File: src/rtl/ex_muldiv_unit_if.sv
// EX-stage multiply/divide bus: operand/op request from the pipeline, stall and HI/LO back.
// The MULDIV_FAST_MUL_EN build option is handled inside ex_muldiv_unit; this bundle is width-only.
interface ex_muldiv_unit_if #(
    parameter int WIDTH = 32
);
    // Handshake: start_i is a level held by EX for as long as the instruction sits there.
    // The instruction may leave EX on any cycle where stall_o is low; a multi-cycle op
    // keeps stall_o high from its first cycle until the DONE cycle, when HI/LO are valid.
    logic             start_i;
    logic [2:0]       op_i;
    logic [WIDTH-1:0] a_i;
    logic [WIDTH-1:0] b_i;
    logic             flush_i;
    logic             stall_o;
    logic             busy_o;
    logic             done_o;
    logic [WIDTH-1:0] hi_o;
    logic [WIDTH-1:0] lo_o;

    modport master (
        output start_i, op_i, a_i, b_i, flush_i,
        input  stall_o, busy_o, done_o, hi_o, lo_o
    );

    modport slave (
        input  start_i, op_i, a_i, b_i, flush_i,
        output stall_o, busy_o, done_o, hi_o, lo_o
    );
endinterface

File: src/rtl/ex_muldiv_unit.sv
// Iterative MULT/MULTU/DIV/DIVU unit owning HI/LO, with single-cycle MTHI/MTLO.
// Define MULDIV_FAST_MUL_EN for a single-cycle combinational MULT/MULTU.
module ex_muldiv_unit #(
    parameter int WIDTH = 32
) (
    input  logic           clk,
    input  logic           rst_n,
    ex_muldiv_unit_if.slave bus,
    output logic [1:0]     stateDbg
);
    localparam int CW = (WIDTH > 1) ? $clog2(WIDTH) : 1;

    localparam logic [1:0] IDLE = 2'd0;
    localparam logic [1:0] RUN  = 2'd1;
    localparam logic [1:0] DONE = 2'd2;

    localparam logic [2:0] OP_MULT  = 3'b000;
    localparam logic [2:0] OP_MULTU = 3'b001;
    localparam logic [2:0] OP_DIV   = 3'b010;
    localparam logic [2:0] OP_DIVU  = 3'b011;
    localparam logic [2:0] OP_MTHI  = 3'b100;
    localparam logic [2:0] OP_MTLO  = 3'b101;

    logic [1:0]       state;
    logic [CW-1:0]    count;
    logic [WIDTH-1:0] hiReg, loReg;
    logic [WIDTH-1:0] accHi, accLo, opnd;
    logic             isDivR, negQ, negR;

    logic             isMulOp, isDivOp, isSigned, longOp, accept;
    logic             aNeg, bNeg, divZeroIn;
    logic [WIDTH-1:0] magA, magB;

    always_comb begin
        isMulOp   = (bus.op_i == OP_MULT) || (bus.op_i == OP_MULTU);
        isDivOp   = (bus.op_i == OP_DIV)  || (bus.op_i == OP_DIVU);
        isSigned  = ~bus.op_i[0];
`ifdef MULDIV_FAST_MUL_EN
        longOp    = isDivOp;
`else
        longOp    = isMulOp || isDivOp;
`endif
        accept    = (state == IDLE) && bus.start_i && !bus.flush_i;
        aNeg      = isSigned && bus.a_i[WIDTH-1];
        bNeg      = isSigned && bus.b_i[WIDTH-1];
        magA      = aNeg ? (~bus.a_i + 1'b1) : bus.a_i;
        magB      = bNeg ? (~bus.b_i + 1'b1) : bus.b_i;
        divZeroIn = isDivOp && (bus.b_i == '0);
    end

`ifdef MULDIV_FAST_MUL_EN
    logic signed [2*WIDTH-1:0] sProd;
    logic        [2*WIDTH-1:0] uProd, fastProd;
    always_comb begin
        sProd    = $signed({{WIDTH{bus.a_i[WIDTH-1]}}, bus.a_i}) *
                   $signed({{WIDTH{bus.b_i[WIDTH-1]}}, bus.b_i});
        uProd    = {{WIDTH{1'b0}}, bus.a_i} * {{WIDTH{1'b0}}, bus.b_i};
        fastProd = isSigned ? sProd : uProd;
    end
`endif

    // One iteration: shift-add (multiplier in accLo) or restoring shift-subtract (dividend in accLo).
    logic [WIDTH:0]     mulSum, divShift, divTrial;
    logic               divFit;
    logic [WIDTH-1:0]   stepHi, stepLo, quoFix, remFix, finalHi, finalLo;
    logic [2*WIDTH-1:0] prodFix;

    always_comb begin
        mulSum   = {1'b0, accHi} + (accLo[0] ? {1'b0, opnd} : '0);
        divShift = {accHi, accLo[WIDTH-1]};
        divTrial = divShift - {1'b0, opnd};
        divFit   = ~divTrial[WIDTH];
        if (isDivR) begin
            stepHi = divFit ? divTrial[WIDTH-1:0] : divShift[WIDTH-1:0];
            stepLo = {accLo[WIDTH-2:0], divFit};
        end else begin
            stepHi = mulSum[WIDTH:1];
            stepLo = {mulSum[0], accLo[WIDTH-1:1]};
        end
        prodFix = negQ ? (~{stepHi, stepLo} + 1'b1) : {stepHi, stepLo};
        quoFix  = negQ ? (~stepLo + 1'b1) : stepLo;
        remFix  = negR ? (~stepHi + 1'b1) : stepHi;
        finalHi = isDivR ? remFix : prodFix[2*WIDTH-1:WIDTH];
        finalLo = isDivR ? quoFix : prodFix[WIDTH-1:0];
    end

    always_ff @(posedge clk or negedge rst_n) begin
        if (!rst_n) begin
            state  <= IDLE;
            count  <= '0;
            hiReg  <= '0;
            loReg  <= '0;
            accHi  <= '0;
            accLo  <= '0;
            opnd   <= '0;
            isDivR <= 1'b0;
            negQ   <= 1'b0;
            negR   <= 1'b0;
        end else begin
            case (state)
                IDLE: begin
                    if (accept) begin
                        if (longOp) begin
                            // A zero divisor runs unsigned on the raw dividend so HI ends up as a_i.
                            accHi  <= '0;
                            accLo  <= divZeroIn ? bus.a_i : magA;
                            opnd   <= magB;
                            isDivR <= isDivOp;
                            negQ   <= (aNeg ^ bNeg) && !divZeroIn;
                            negR   <= aNeg && isDivOp && !divZeroIn;
                            count  <= '0;
                            state  <= RUN;
                        end else if (bus.op_i == OP_MTHI) begin
                            hiReg <= bus.a_i;
                        end else if (bus.op_i == OP_MTLO) begin
                            loReg <= bus.a_i;
                        end
`ifdef MULDIV_FAST_MUL_EN
                        else if (isMulOp) begin
                            hiReg <= fastProd[2*WIDTH-1:WIDTH];
                            loReg <= fastProd[WIDTH-1:0];
                        end
`endif
                    end
                end
                RUN: begin
                    if (bus.flush_i) begin
                        state <= IDLE;
                    end else begin
                        accHi <= stepHi;
                        accLo <= stepLo;
                        count <= count + 1'b1;
                        if (count == CW'(WIDTH - 1)) begin
                            hiReg <= finalHi;
                            loReg <= finalLo;
                            state <= DONE;
                        end
                    end
                end
                DONE:    state <= IDLE;
                default: state <= IDLE;
            endcase
        end
    end

    assign bus.stall_o = (accept && longOp) || (state == RUN);
    assign bus.busy_o  = (state == RUN);
    assign bus.done_o  = (state == DONE);
    assign bus.hi_o    = hiReg;
    assign bus.lo_o    = loReg;
    assign stateDbg    = state;
endmodule
File: src/flat_wrapper.sv
// flat-port wrapper written by rule: the top's interface ports become plain ports
module ex_muldiv_unit_flat 
#(
    parameter int WIDTH = 32
)
  (clk, rst_n, stateDbg, bus_start_i, bus_op_i, bus_a_i, bus_b_i, bus_flush_i, bus_stall_o, bus_busy_o, bus_done_o, bus_hi_o, bus_lo_o);
  ex_muldiv_unit_if #(.WIDTH(WIDTH)) bus_i ();
  input  logic clk;
  input  logic rst_n;
  output logic [1:0] stateDbg;
  input wire logic [$bits(bus_i.start_i)-1:0] bus_start_i;
  input wire logic [$bits(bus_i.op_i)-1:0] bus_op_i;
  input wire logic [$bits(bus_i.a_i)-1:0] bus_a_i;
  input wire logic [$bits(bus_i.b_i)-1:0] bus_b_i;
  input wire logic [$bits(bus_i.flush_i)-1:0] bus_flush_i;
  output wire logic [$bits(bus_i.stall_o)-1:0] bus_stall_o;
  output wire logic [$bits(bus_i.busy_o)-1:0] bus_busy_o;
  output wire logic [$bits(bus_i.done_o)-1:0] bus_done_o;
  output wire logic [$bits(bus_i.hi_o)-1:0] bus_hi_o;
  output wire logic [$bits(bus_i.lo_o)-1:0] bus_lo_o;
  assign bus_i.start_i = bus_start_i;
  assign bus_i.op_i = bus_op_i;
  assign bus_i.a_i = bus_a_i;
  assign bus_i.b_i = bus_b_i;
  assign bus_i.flush_i = bus_flush_i;
  assign bus_stall_o = bus_i.stall_o;
  assign bus_busy_o = bus_i.busy_o;
  assign bus_done_o = bus_i.done_o;
  assign bus_hi_o = bus_i.hi_o;
  assign bus_lo_o = bus_i.lo_o;
  ex_muldiv_unit #(.WIDTH(WIDTH)) u_core (.clk(clk), .rst_n(rst_n), .bus(bus_i), .stateDbg(stateDbg));
endmodule
File: config.mk
export PLATFORM = sky130hd
export DESIGN_NAME = ex_muldiv_unit_flat
export DESIGN_NICKNAME = d
export VERILOG_FILES = /design/src/rtl/ex_muldiv_unit_if.sv /design/src/rtl/ex_muldiv_unit.sv /design/src/flat_wrapper.sv
export SDC_FILE = /design/constraint.sdc
export NUM_CORES = 1
export LEC_CHECK = 0
export CAP_MARGIN = 20
export CORE_ASPECT_RATIO = 2
export CORE_MARGIN = 2
export CORE_UTILIZATION = 50
export CTS_CLUSTER_SIZE = 10
export DETAILED_ROUTE_END_ITERATION = 6
export PLACE_DENSITY = 0.75
export SYNTH_ARGS = -nofsm -noshare
export SYNTH_HDL_FRONTEND = slang
export SYNTH_SLANG_ARGS = --single-unit
File: constraint.sdc
create_clock -name clk -period 12.6 [get_ports clk]
set_clock_uncertainty 0.05 [all_clocks]
set_input_delay 1.26 -clock clk [delete_from_list [all_inputs] [get_ports clk]]
set_output_delay 1.26 -clock clk [all_outputs]
set_load 0.1 [all_outputs]
# ---- After elaboration in Yosys (flattened, before gate mapping)
# Cells that the tools add are included.
dict set report classes {
  eq_ne 17
  n_reduce_logical 24
  addsub 8
  bitwise 8
  mux 42
}
# operator n
set op_table {}
lappend op_table {{32-bit two-way mux} 28}
lappend op_table {{32-bit case mux with 2 select lines} 4}
lappend op_table {{32-bit by 1-bit adder with 32-bit output, second input constant} 4}
lappend op_table {{32-bit NOT} 4}
lappend op_table {{64-bit by 1-bit adder with 64-bit output, second input constant} 1}
lappend op_table {{64-bit two-way mux} 1}
lappend op_table {{64-bit NOT} 1}
lappend op_table {{32-bit by 33-bit adder with 33-bit output} 1}
lappend op_table {{33-bit by 32-bit subtractor with 33-bit output} 1}
lappend op_table {{32-bit logical NOT} 1}
lappend op_table {{5-bit two-way mux} 3}
lappend op_table {{2-bit != test, second input constant} 5}
lappend op_table {{5-bit case mux with 2 select lines} 1}
lappend op_table {{1-bit logical AND} 9}
lappend op_table {{2-bit two-way mux} 4}
lappend op_table {{7-bit AND reduction} 1}
lappend op_table {{3-bit by 2-bit equality test with 1-bit output, second input constant} 2}
lappend op_table {{3-bit equality test, second input constant} 2}
lappend op_table {{2-bit by 1-bit != test with 1-bit output, second input constant} 3}
lappend op_table {{3-bit AND reduction} 2}
lappend op_table {{6-bit AND reduction} 1}
lappend op_table {{5-bit by 1-bit adder with 5-bit output, second input constant} 1}
lappend op_table {{5-bit equality test, second input constant} 1}
lappend op_table {{1-bit logical OR} 4}
lappend op_table {{other kinds (12)} 14}
dict set report totals {
  reg_bits 170
  output_inout_bits 69
  inputBits 71
}

# ---- Longest topological paths before layout
dict set report depth {
  word_depth 10
  mapped_depth 25
  ltp_nobuf 23
}

# ---- Worst setup path after synthesis
# No wires, ideal clock.
dict set report synth_path {
  path_kind {flip-flop to flip-flop}
  from {register u_core.accLo[31]}
  to {register u_core.hiReg[8] (netlist: u_core.bus.hi_o[8])}
  arrival_ns 4.932
  stages_incl_launch_ff 25
  required_ns 12.468
  slack_ns 7.536
  setup_ns 0.082
  n_path_buf 2
  path_cell_list {dfrtp_1 -> inv_1 -> ha_1 -> fa_1 -> or2b_1 -> a211oi_2 -> o211ai_2 -> a21bo_4 -> a21oi_4 -> nor2_4 -> nand2_1 -> a21boi_0 -> ha_1 -> o21ai_0 -> or2_2 -> nor2_1 -> nand2_1 -> or4_1 -> clkbuf_1 -> nand2_1 -> buf_2 -> a21boi_0 -> xnor2_1 -> nand2_1 -> a31oi_1}
}
dict set report synth_between {
  elab_chain_cells 10
}
# element line
set synth_rtl {}
lappend synth_rtl {{start: declaration} ex_muldiv_unit.sv:27} ;# logic [WIDTH-1:0] accHi, accLo, opnd;
lappend synth_rtl {{start signal: assignment} ex_muldiv_unit.sv:106} ;# accLo <= divZeroIn ? bus.a_i : magA;
lappend synth_rtl {{start signal: assignment} ex_muldiv_unit.sv:131} ;# accLo <= stepLo;
lappend synth_rtl {{33-bit by 32-bit subtractor with 33-bit output} ex_muldiv_unit.sv:71} ;# divTrial = divShift - {1'b0, opnd};
lappend synth_rtl {{32-bit two-way mux / 1-bit NOT (equally long branches)} {ex_muldiv_unit.sv:74, ex_muldiv_unit.sv:72}}
lappend synth_rtl {{32-bit two-way mux} ex_muldiv_unit.sv:73} ;# if (isDivR) begin
lappend synth_rtl {{64-bit NOT / 32-bit NOT (equally long branches)} {ex_muldiv_unit.sv:80, ex_muldiv_unit.sv:82}}
lappend synth_rtl {{64-bit by 1-bit adder with 64-bit output / 32-bit by 1-bit adder with 32-bit output (equally long branches)} {ex_muldiv_unit.sv:80, ex_muldiv_unit.sv:82}}
lappend synth_rtl {{64-bit two-way mux / 32-bit two-way mux (equally long branches)} {ex_muldiv_unit.sv:80, ex_muldiv_unit.sv:82}}
lappend synth_rtl {{32-bit two-way mux *} ex_muldiv_unit.sv:83} ;# finalHi = isDivR ? remFix : prodFix[2*WIDTH-1:WIDTH];
lappend synth_rtl {{32-bit two-way mux *} ex_muldiv_unit.sv:133} ;# if (count == CW'(WIDTH - 1)) begin
lappend synth_rtl {{32-bit two-way mux *} ex_muldiv_unit.sv:127} ;# if (bus.flush_i) begin
lappend synth_rtl {{32-bit case mux with 2 select lines *} ex_muldiv_unit.sv:100} ;# case (state)
lappend synth_rtl {{end signal: assignment} ex_muldiv_unit.sv:114} ;# hiReg <= bus.a_i;
lappend synth_rtl {{end signal: assignment} ex_muldiv_unit.sv:134} ;# hiReg <= finalHi;
lappend synth_rtl {{end: declaration} ex_muldiv_unit.sv:26} ;# logic [WIDTH-1:0] hiReg, loReg;
# Mark *: on every way between the ends. The rest lies on a longest branch, timed or not. The select of a mux whose other input is x is not followed.
# A chain may end at the register's enable or synchronous reset.

# ---- Worst setup path in the final report
# Same ends and word-level chain as after synthesis.

==> impl_metrics.toml <==
[outcome]
run_status = "finished, violations left"
failed_checks = "DRC"

[setup_path]
worstReg2RegEnd = "u_core.bus.hi_o[8]"
cp.required_ns = 12.93
path_common_cell = "nand2_1"
r2r_start = "u_core.accLo[31]"
cp-end-kind = "register"
cpPeakStageDelay_ns = 0.59
critPathLaunchType = "register"
worstPathArrival_ns = 7.16
crit_slowest_cell = "or4_1"
reg2reg_depth = 22
path_cells = "inv_1 -> ha_1 -> fa_1 -> or2b_1 -> a211oi_2 -> o211ai_2 -> a21bo_4 -> a21oi_4 -> nor2_4 -> nand2_1 -> a21boi_0 -> ha_1 -> o21ai_0 -> or2_2 -> nor2_1 -> nand2_1 -> or4_1 -> nand2_1 -> a21boi_0 -> xnor2_1 -> nand2_1 -> a31oi_1"
r2r_slack_ns = 5.77
crit_path_max_fanout = 24
path_class = "register to register"

[detailed_routing]
wl_um = 58000
vias = 16000
dr.pass1.iters = 7
drt_iter0_drc = 1904
drc_errors = 2
ant_nets = 0
wl_per_cell_um = 23.5
vias_per_cell = 6.49

[timing]
rsz0062_at_grt = "no"
slew-limit-headroom = 0.180
worst_pin_slew_ns = 1.20
layout_setup_ws_ns = 5.77
timing.fmax_ghz = 0.146
report.final.slew_viol_count = 0
timing.hold.ws_ns = 0.438
hold_viol = 0
period_share = 0.542
setup-tns-final_ns = 0
min_period_ns = 6.83
final-setup-viol-count = 0

[global_routing]
grt_remaining_overflow = 0
grt_max_degree = 64
antenna_found_initial = 6
grt_pass1_wl_um = 88400
grt_usage = 0.361
grt_pass1_vias = 15600

[place]
io_buffers = 139
dpl.hpwl_um = 44200
post-place-ws_ns = 5.96
gp_congestion = 1.02
dpl.cell_count = 2436

[floorplan]
initial_utilization = 0.509
design.core.area_um2 = 30200
die_y_um = 252
die_area_um2 = 32200
ios = 140
num_rows = 90
die_w_um = 128

[final_layout]
stdcell_count = 2471
final_util = 0.583
drive_above_1_share = 0.0571
nets = 2232
areaGrowthSynthToFinish_pct = 14.5

[synthesis]
syn_nets = 2167
ys.flop_type = "dfrtp_1"
ys_types = 98
yosys_warnings = 0
ys_seq_area_frac = 0.277
ys_ff_latch = 170
syn_avg_cell_area_um2 = 7.59
synth_edf_count = 0
synthCells = 2024
netlist_area_um2 = 15400
synthArstFlopShare = 1.00

[power]
power.density_nw_per_um2 = 265
ir_drop_mv = 0.117
p_leak_nw = 7.55

[min_path]
holdPathEnd = "u_core.bus.hi_o[25]"
min_from = "u_core.bus.hi_o[25]"
hold_path_class = "register to register"
hold_depth = 2

[clock_tree]
clock_tree.root_cell = "clkbuf_16"
cts.sinks = 170
cts.htree.levels = 4
clock_latency_ns = 0.46
clock_path_buffers = 2
cts_tree = "yes"
cts_hold_buf = 0
cts-resized-gates = 0
cts_inserted_buffers = 17
path_clk_slew_ns = 0.07
postCtsSetupRepairBufs = 0

[flow_run]
drv_cap = 0
## through the flow
step	instance area [um^2]	power, mW
4_1_cts	17600	4.59
2_1_floorplan	15400	3.14
3_5_place_dp	17000	4.01
5_1_grt	17600	4.92
3_3_place_gp	17000	3.97
6_report	17600	4.67
## flip-flops by register name, indices dropped and copies added (netlist names)
register         cells
u_core.accHi        32
u_core.accLo        32
u_core.bus.hi_o     32
u_core.bus.lo_o     32
u_core.count         5
u_core.isDivR        1
u_core.negQ          1
u_core.negR          1
u_core.opnd         32
u_core.stateDbg      2
## per-layer routing
layer | vias to the layer above | track usage | wire [um]
li1 | 7363 | - | -
met1 | 7571 | 0.352 | 19100
met2 | 813 | 0.639 | 29500
met3 | 290 | 0.0823 | 3790
met4 | 6 | 0.297 | 5580
met5 | - | 0 | 37
## cells by family after synthesis
logic type / share of synthesized area
compound gates: 0.259
simple gates: 0.232
buf+inv: 0.0459
flops: 0.277
mux: 0.0347
fa+ha+maj: 0.0596
xor+xnor: 0.0917
## Yosys cell counts, types with 5 or more instances
cell type	count	area [um^2]
nor3b_1	8	60.1
o31ai_1	20	150
dfrtp_1	170	4250
o21bai_1	9	67.6
or2_2	9	56.3
nand2b_1	10	62.6
nor2_1	178	668
nor2b_1	10	62.6
nand4_1	26	163
nor3_1	43	215
inv_1	61	229
nand3_1	57	285
a211oi_1	13	97.6
o21a_1	13	97.6
nand2_1	291	1090
o22ai_1	6	37.5
ha_1	70	876
a211o_1	5	43.8
or4_1	6	45.0
a2111oi_0	5	43.8
xnor2_1	100	876
buf_1	7	26.3
o21ai_1	16	80.1
mux2i_1	33	330
clkbuf_1	90	338
and4_1	5	43.8
and3_1	15	93.8
xor2_1	61	534
a31oi_1	50	313
o21ai_0	179	896
and2_1	46	288
o211ai_1	21	158
a22o_1	6	52.6
buf_2	18	90.1
or3_1	15	93.8
mux2_2	18	203
a21oi_1	183	916
nor4_1	15	93.8
a21o_1	36	270
## worst max path at each step
| stage | start | end | slack [ns] |
|---|---|---|---|
| floorplan | u_core.accLo[31] | u_core.bus.hi_o[8] | 7.54 |
| global placement | u_core.accLo[31] | u_core.bus.hi_o[4] | 6.16 |
| detailed placement | u_core.accLo[31] | u_core.bus.hi_o[8] | 5.96 |
| CTS | u_core.accLo[31] | u_core.bus.hi_o[8] | 5.91 |
| global route | u_core.accLo[31] | u_core.bus.hi_o[8] | 5.50 |
| finish | u_core.accLo[31] | u_core.bus.hi_o[8] | 5.77 |
## power by group
| part | internal, mW | switching, mW |
|---|---|---|
| combinational | 1.02 | 2.15 |
| sequential | 0.710 | 0.204 |
| clock | 0.335 | 0.244 |
| total | 2.07 | 2.60 |
## placed cells by master, fill, tap and decap left out, types with 6 or more instances in the layout
cell type | synthesis | final
o21ai_0 | 179 | 179
clkbuf_16 | 0 | 17
nand3_1 | 57 | 57
and3_1 | 15 | 15
inv_1 | 61 | 61
and2_1 | 46 | 46
xor2_1 | 61 | 61
nor3_1 | 43 | 43
or3_1 | 15 | 15
o21ai_1 | 16 | 16
nor3b_1 | 8 | 8
nor2b_1 | 10 | 10
dfrtp_1 | 170 | 169
nor2_1 | 178 | 177
or4_1 | 6 | 6
nor4_1 | 15 | 15
nand2_1 | 291 | 291
buf_4 | 2 | 22
nand2b_1 | 10 | 8
nand4_1 | 26 | 26
mux2_2 | 18 | 18
o31ai_1 | 20 | 20
a22o_1 | 6 | 6
o21a_1 | 13 | 13
mux2i_1 | 33 | 33
a31oi_1 | 50 | 50
a21o_1 | 36 | 36
a21oi_1 | 183 | 183
o211ai_1 | 21 | 21
clkdlybuf4s50_1 | 0 | 138
or2_2 | 9 | 9
ha_1 | 70 | 70
a211oi_1 | 13 | 13
o21bai_1 | 9 | 9
xnor2_1 | 100 | 100
## area by class of cell
type	count	area, um^2
fillers	2797	12600
clock buffers	23	488
flip-flops and latches	170	4260
inverters	63	236
multi-input cells	1674	10400
diodes	2	5.00
clock inverters	8	133
repair buffers	163	1580
well taps	368	460
## worst max-delay path, delay by kind of cell, from the launching register on
| family | cells | cell delay (ns) |
|---|---|---|
| flip-flops | 1 | 0.38 |
| XOR/XNOR | 1 | 0.15 |
| adder cells (fa/ha/maj) | 3 | 0.84 |
| buffers and inverters | 1 | 0.07 |
| AND/OR/NAND/NOR | 9 | 2.93 |
| AO/OA/AOI/OAI | 8 | 2.29 |
No activity file was read; power rests on OpenSTA's default activity.
